`src/rtl/sqrt_batch_controller_if.sv`:
```
// Host and square-root-unit signals of the sqrt batch controller.
// master = host plus sqrt unit, slave = the controller itself.
interface sqrt_batch_controller_if #(
    parameter int unsigned ADDR_W = 4
);
    logic              Go;
    logic              WrEn;
    logic [ADDR_W-1:0] WrAddr;
    logic [7:0]        WrData;
    logic [ADDR_W-1:0] RdAddr;
    logic [3:0]        RdData;
    logic              St;
    logic [7:0]        N;
    logic              Done;
    logic [3:0]        Sqrt;
    logic              Busy;
    logic              BatchDone;
    logic [ADDR_W:0]   Count;

    modport master (
        output Go, WrEn, WrAddr, WrData, RdAddr, Done, Sqrt,
        input  RdData, St, N, Busy, BatchDone, Count
    );

    modport slave (
        input  Go, WrEn, WrAddr, WrData, RdAddr, Done, Sqrt,
        output RdData, St, N, Busy, BatchDone, Count
    );
endinterface

```
`src/rtl/sqrt_batch_controller.sv`:
```
// Feeds a batch of 8-bit operands to square_root_unit over St/Done and
// stores each 4-bit result in a host-readable result memory.
module sqrt_batch_controller #(
    parameter int unsigned NUM_VECTORS = 16,
    parameter int unsigned ADDR_W      = 4
) (
    input logic                    Clock,
    input logic                    ResetN,
    sqrt_batch_controller_if.slave bus
);
    localparam int unsigned OP_W  = 8;
    localparam int unsigned RES_W = 4;
    localparam int unsigned CNT_W = ADDR_W + 1;

    typedef enum logic [2:0] {
        IDLE,
        SETUP,
        REQ,
        RELEASE,
        FINISH
    } state_t;

    state_t            state;
    logic [ADDR_W-1:0] idx;
    logic              last;

    logic [OP_W-1:0]  opmem  [NUM_VECTORS];
    logic [RES_W-1:0] resmem [NUM_VECTORS];

    assign last       = (idx == ADDR_W'(NUM_VECTORS - 1));
    assign bus.RdData = resmem[bus.RdAddr];

    // Memories carry no reset so results survive ResetN
    always_ff @(posedge Clock) begin
        if (state == IDLE && bus.WrEn) begin
            opmem[bus.WrAddr] <= bus.WrData;
        end
        if (state == REQ && bus.Done) begin
            resmem[idx] <= bus.Sqrt;
        end
    end

    always_ff @(posedge Clock or negedge ResetN) begin
        if (!ResetN) begin
            state         <= IDLE;
            idx           <= '0;
            bus.St        <= 1'b0;
            bus.N         <= '0;
            bus.Busy      <= 1'b0;
            bus.BatchDone <= 1'b0;
            bus.Count     <= '0;
        end else begin
            bus.BatchDone <= 1'b0;
            unique case (state)
                IDLE: begin
                    if (bus.Go) begin
                        idx       <= '0;
                        bus.Count <= '0;
                        bus.Busy  <= 1'b1;
                        state     <= SETUP;
                    end
                end
                SETUP: begin
                    // A Done left high from a previous request must clear first
                    bus.N  <= opmem[idx];
                    bus.St <= 1'b0;
                    if (!bus.Done) begin
                        state <= REQ;
                    end
                end
                REQ: begin
                    if (bus.Done) begin
                        bus.Count <= bus.Count + CNT_W'(1);
                        bus.St    <= 1'b0;
                        state     <= RELEASE;
                    end else begin
                        bus.St <= 1'b1;
                    end
                end
                RELEASE: begin
                    if (!bus.Done) begin
                        if (last) begin
                            bus.BatchDone <= 1'b1;
                            state         <= FINISH;
                        end else begin
                            idx   <= idx + ADDR_W'(1);
                            state <= SETUP;
                        end
                    end
                end
                FINISH: begin
                    bus.Busy <= 1'b0;
                    state    <= IDLE;
                end
                default: begin
                    state <= IDLE;
                end
            endcase
        end
    end
endmodule

```
`src/flat_wrapper.sv`:
```
// flat-port wrapper written by rule: the top's interface ports become plain ports
module sqrt_batch_controller_flat 
#(
    parameter int unsigned NUM_VECTORS = 16,
    parameter int unsigned ADDR_W      = 4
)
  (Clock, ResetN, bus_Go, bus_WrEn, bus_WrAddr, bus_WrData, bus_RdAddr, bus_Done, bus_Sqrt, bus_RdData, bus_St, bus_N, bus_Busy, bus_BatchDone, bus_Count);
  sqrt_batch_controller_if #(.ADDR_W(ADDR_W)) bus_i ();
  input logic Clock;
  input logic ResetN;
  input wire logic [$bits(bus_i.Go)-1:0] bus_Go;
  input wire logic [$bits(bus_i.WrEn)-1:0] bus_WrEn;
  input wire logic [$bits(bus_i.WrAddr)-1:0] bus_WrAddr;
  input wire logic [$bits(bus_i.WrData)-1:0] bus_WrData;
  input wire logic [$bits(bus_i.RdAddr)-1:0] bus_RdAddr;
  input wire logic [$bits(bus_i.Done)-1:0] bus_Done;
  input wire logic [$bits(bus_i.Sqrt)-1:0] bus_Sqrt;
  output wire logic [$bits(bus_i.RdData)-1:0] bus_RdData;
  output wire logic [$bits(bus_i.St)-1:0] bus_St;
  output wire logic [$bits(bus_i.N)-1:0] bus_N;
  output wire logic [$bits(bus_i.Busy)-1:0] bus_Busy;
  output wire logic [$bits(bus_i.BatchDone)-1:0] bus_BatchDone;
  output wire logic [$bits(bus_i.Count)-1:0] bus_Count;
  assign bus_i.Go = bus_Go;
  assign bus_i.WrEn = bus_WrEn;
  assign bus_i.WrAddr = bus_WrAddr;
  assign bus_i.WrData = bus_WrData;
  assign bus_i.RdAddr = bus_RdAddr;
  assign bus_i.Done = bus_Done;
  assign bus_i.Sqrt = bus_Sqrt;
  assign bus_RdData = bus_i.RdData;
  assign bus_St = bus_i.St;
  assign bus_N = bus_i.N;
  assign bus_Busy = bus_i.Busy;
  assign bus_BatchDone = bus_i.BatchDone;
  assign bus_Count = bus_i.Count;
  sqrt_batch_controller #(.NUM_VECTORS(NUM_VECTORS), .ADDR_W(ADDR_W)) u_core (.Clock(Clock), .ResetN(ResetN), .bus(bus_i));
endmodule
```
`config.mk`:
```
export PLATFORM = sky130hd
export DESIGN_NAME = sqrt_batch_controller_flat
export DESIGN_NICKNAME = d
export VERILOG_FILES = /design/src/rtl/sqrt_batch_controller_if.sv /design/src/rtl/sqrt_batch_controller.sv /design/src/flat_wrapper.sv
export SDC_FILE = /design/constraint.sdc
export NUM_CORES = 1
export LEC_CHECK = 0
export CORE_ASPECT_RATIO = 1.2
export CORE_MARGIN = 5
export CORE_UTILIZATION = 55
export CTS_BUF_LIST = sky130_fd_sc_hd__clkbuf_2
export DETAILED_ROUTE_END_ITERATION = 10
export DONT_BUFFER_PORTS = 1
export MAX_ROUTING_LAYER = met4
export PLACE_DENSITY = 0.69
export SLEW_MARGIN = 20
export SYNTH_ARGS = -nofsm -noshare
export SYNTH_HDL_FRONTEND = slang
export SYNTH_SLANG_ARGS = --single-unit
```
`constraint.sdc`:
```
create_clock -name Clock -period 3.3 [get_ports Clock]
set_input_delay 0.33 -clock Clock [delete_from_list [all_inputs] [get_ports Clock]]
set_output_delay 0.33 -clock Clock [all_outputs]
set_load 0.02 [all_outputs]
```
==> impl_metrics.json <==
{
  "status": "finished, final reports clean",
  "rrSetupSlack_ns": 0.61,
  "dieArea_sq_um": 18300,
  "layout_commonest_cell": "edfxtp_1",
  "fin_skew_ns": 0.0294,
  "wl_per_cell_um": 21.9,
  "htreeDepth": 2,
  "dp.cells": 694,
  "crit_fanout": 10,
  "max_freq_mhz": 372,
  "grtUsageTotal": 0.201,
  "start_util": 0.557,
  "rows": 50,
  "cp.required_ns": 3.76,
  "utilization": 0.612,
  "vias_per_cell": 5.76,
  "syn_nets": 531,
  "end_kind": "register",
  "synth_compound_area_frac": 0.0388,
  "finalNonFillerCells": 807,
  "final_area_sq_um": 9500,
  "tritoncts": "yes",
  "cts.sinks": 215,
  "dp_slack_ns": 0.952,
  "ios": 45,
  "synthAdderAreaFrac": 0.00724,
  "final.setup.tns_ns": 0,
  "gr-total-overflow": 0,
  "ys_top_cells_by_area": "edfxtp_1, mux4_2, dfrtp_1, mux2i_1, nor2_1",
  "post_dp_cell_area_sq_um": 8850,
  "die_w_um": 124,
  "yosys_register_bits": 215,
  "cts_resized": 0,
  "yosys_most_used_dff": "edfxtp_1",
  "rsz0062_at_grt": "false",
  "antenna_left": 0,
  "core_area_sq_um": 15500,
  "final_cell_mix": "edfxtp_1, clkbuf_2, nor2_1, mux2i_1, mux4_2",
  "crit_type": "reg2reg",
  "synth_xor_area_frac": 0.00507,
  "path_cells": "nor3_2 > nand2_1 > or3_1 > nor3_1 > dlygate4sd3_1 > buf_4",
  "cpPeakStageDelay_ns": 0.58,
  "grt_pass1_vias": 4823,
  "drv_cap": 0,
  "clk_pin_slew_ns": 0.10,
  "io_buffers": 0,
  "synth_area_sq_um": 8640,
  "synth_async_sr_flop_share": 0.107,
  "cp_slowest_cell": "dlygate4sd3_1",
  "worstReg2RegStart": "u_core.state[2]",
  "setup_slack_ns": 0.612,
  "synth-simple-area-share": 0.0647,
  "clock_path_buffers": 3,
  "crit_arrival_ns": 3.15,
  "power_density_nw_per_um2": 643,
  "p_leak_nw": 3.19,
  "worst_pin_slew_ns": 1.03,
  "synth_top_family_by_area": "multiplexers",
  "insertion_delay_ns": 0.76,
  "muxShareOfSynthArea": 0.131,
  "cts_root_buf": "clkbuf_2",
  "antenna_found_initial": 1,
  "setup_violations": 0,
  "ys_warn_count": 0,
  "maxSlewViolCount": 0,
  "relSlewSlack": 0.307,
  "cp_top_family": "simple AND/OR/NAND/NOR gates",
  "drive_above_1_share": 0.216,
  "synth_area_leader_cell": "edfxtp_1",
  "hold_viol_final": 0,
  "synth_top_area_frac": 0.667,
  "drcViolationCount": 0,
  "drt_first_pass_iters": 7,
  "synth_edf_count": 192,
  "place.gp.congestion": 0.869,
  "finalCritPeriodShare": 0.815,
  "first_iter_violations": 318,
  "wirelength_mm": 17.7,
  "cts_buffers": 50,
  "ys_types": 43,
  "peakVddDrop_v": 0.000353,
  "hp-class": "in2async",
  "die_h_um": 147,
  "grt_max_degree": 26,
  "path_buf_inv": 2,
  "vias": 4647,
  "area_growth_pct": 9.98,
  "dpl.hpwl_mm": 11.7,
  "syn_inst": 501,
  "r2r_cells": 6,
  "grt_pass1_wl_mm": 27.1,
  "reg2reg_to": "u_core.opmem[0][1]",
  "syn_avg_cell_area_sq_um": 17.2,
  "finalNetCount": 589,
  "finalCriticalPeriod_ns": 2.69,
  "start_kind": "register",
  "seq_area_frac_synth": 0.734
}
final cells by class:
type	instances	area [sq um]
sequential	215	6340
multi-input combinational	254	2140
tap	208	260
antenna	1	2.50
clock inverter	12	46.3
clock buffer	79	395
inverter	5	18.8
fill	1194	6010
timing repair buffer	33	295
stage by stage:
| stage | hold WS, ns | power [W] |
|---|---|---|
| global route | 0.0211 | 0.00644 |
| detailed placement | 0.0348 | 0.00451 |
| global placement | 0.0350 | 0.00448 |
| finish | 0.0798 | 0.00611 |
| CTS | 0.00678 | 0.00617 |
| floorplan | 0.0344 | 0.00422 |
synthesized netlist by cell type, types with 6 or more instances:
cell      number
o22ai_1        8
mux2i_1       47
clkbuf_1      12
nand3_1       15
nor3_1        17
dfrtp_1       23
nand2_1       11
a21oi_1        9
mux4_2        29
o21ai_0        6
edfxtp_1     192
buf_2          7
o211ai_1       7
a31oi_1        8
nor2_1        47
worst max-delay path by stage:
stage / start / to / slack [ns] / cells after the start
6_report: u_core.state[2] / u_core.opmem[0][1] / 0.61 / 6
5_1_grt: u_core.state[2] / u_core.opmem[0][4] / 0.45 / 6
4_1_cts: u_core.state[2] / u_core.opmem[0][4] / 0.66 / 6
3_5_place_dp: u_core.idx[0] / u_core.bus.N[2] / 0.95 / 4
3_3_place_gp: u_core.idx[0] / u_core.bus.N[2] / 0.96 / 4
2_1_floorplan: u_core.state[2] / u_core.opmem[0][0] / 1.05 / 5
power breakdown:
part	switching, W	internal (W)
Clock	0.000968	0.000628
Sequential	0.000349	0.00309
Combinational	0.000581	0.000488
what timing repair did:
| item | in CTS | in global routing |
|---|---|---|
| buffers inserted | 0 | 0 |
| hold buffers | 20 | 1 |
| hold endpoints to repair | 295 | 23 |
metal layers:
| layer | vias up | track usage | wire, um |
|---|---|---|---|
| li1 | 2125 | - | - |
| met3 | 48 | 0.0545 | 1060 |
| met4 | 0 | 0.0932 | 737 |
| met1 | 2301 | 0.212 | 6420 |
| met2 | 173 | 0.349 | 9460 |
| met5 | - | - | 0 |
worst reg2reg max path: stages, from the launching register on:
cell and delay, ns:
dfrtp_1 0.51, nor3_2 0.50, nand2_1 0.09, or3_1 0.38, nor3_1 0.16, dlygate4sd3_1 0.58, buf_4 0.17
kinds of logic (layout without fill, tap and decap cells):
family / after synthesis / count (layout)
and+or+nand+nor: 116 / 116
other: 0 / 1
buffers and inverters: 32 / 129
DFF: 215 / 215
AOI/OAI and AO/OA: 51 / 51
adders and majority gates: 5 / 5
xor gates and xnor gates: 5 / 5
muxes: 77 / 77
registers in the layout (all words and copies together), names as in the netlist:
| register | flops |
|---|---|
| u_core.opmem | 128 |
| u_core.resmem | 64 |
| u_core.bus.N | 8 |
| u_core.bus.Count | 5 |
| u_core.idx | 4 |
| u_core.state | 3 |
| u_core.bus.BatchDone | 1 |
| u_core.bus.Busy | 1 |
| u_core.bus.St | 1 |
(Power assumes the default switching activity.)
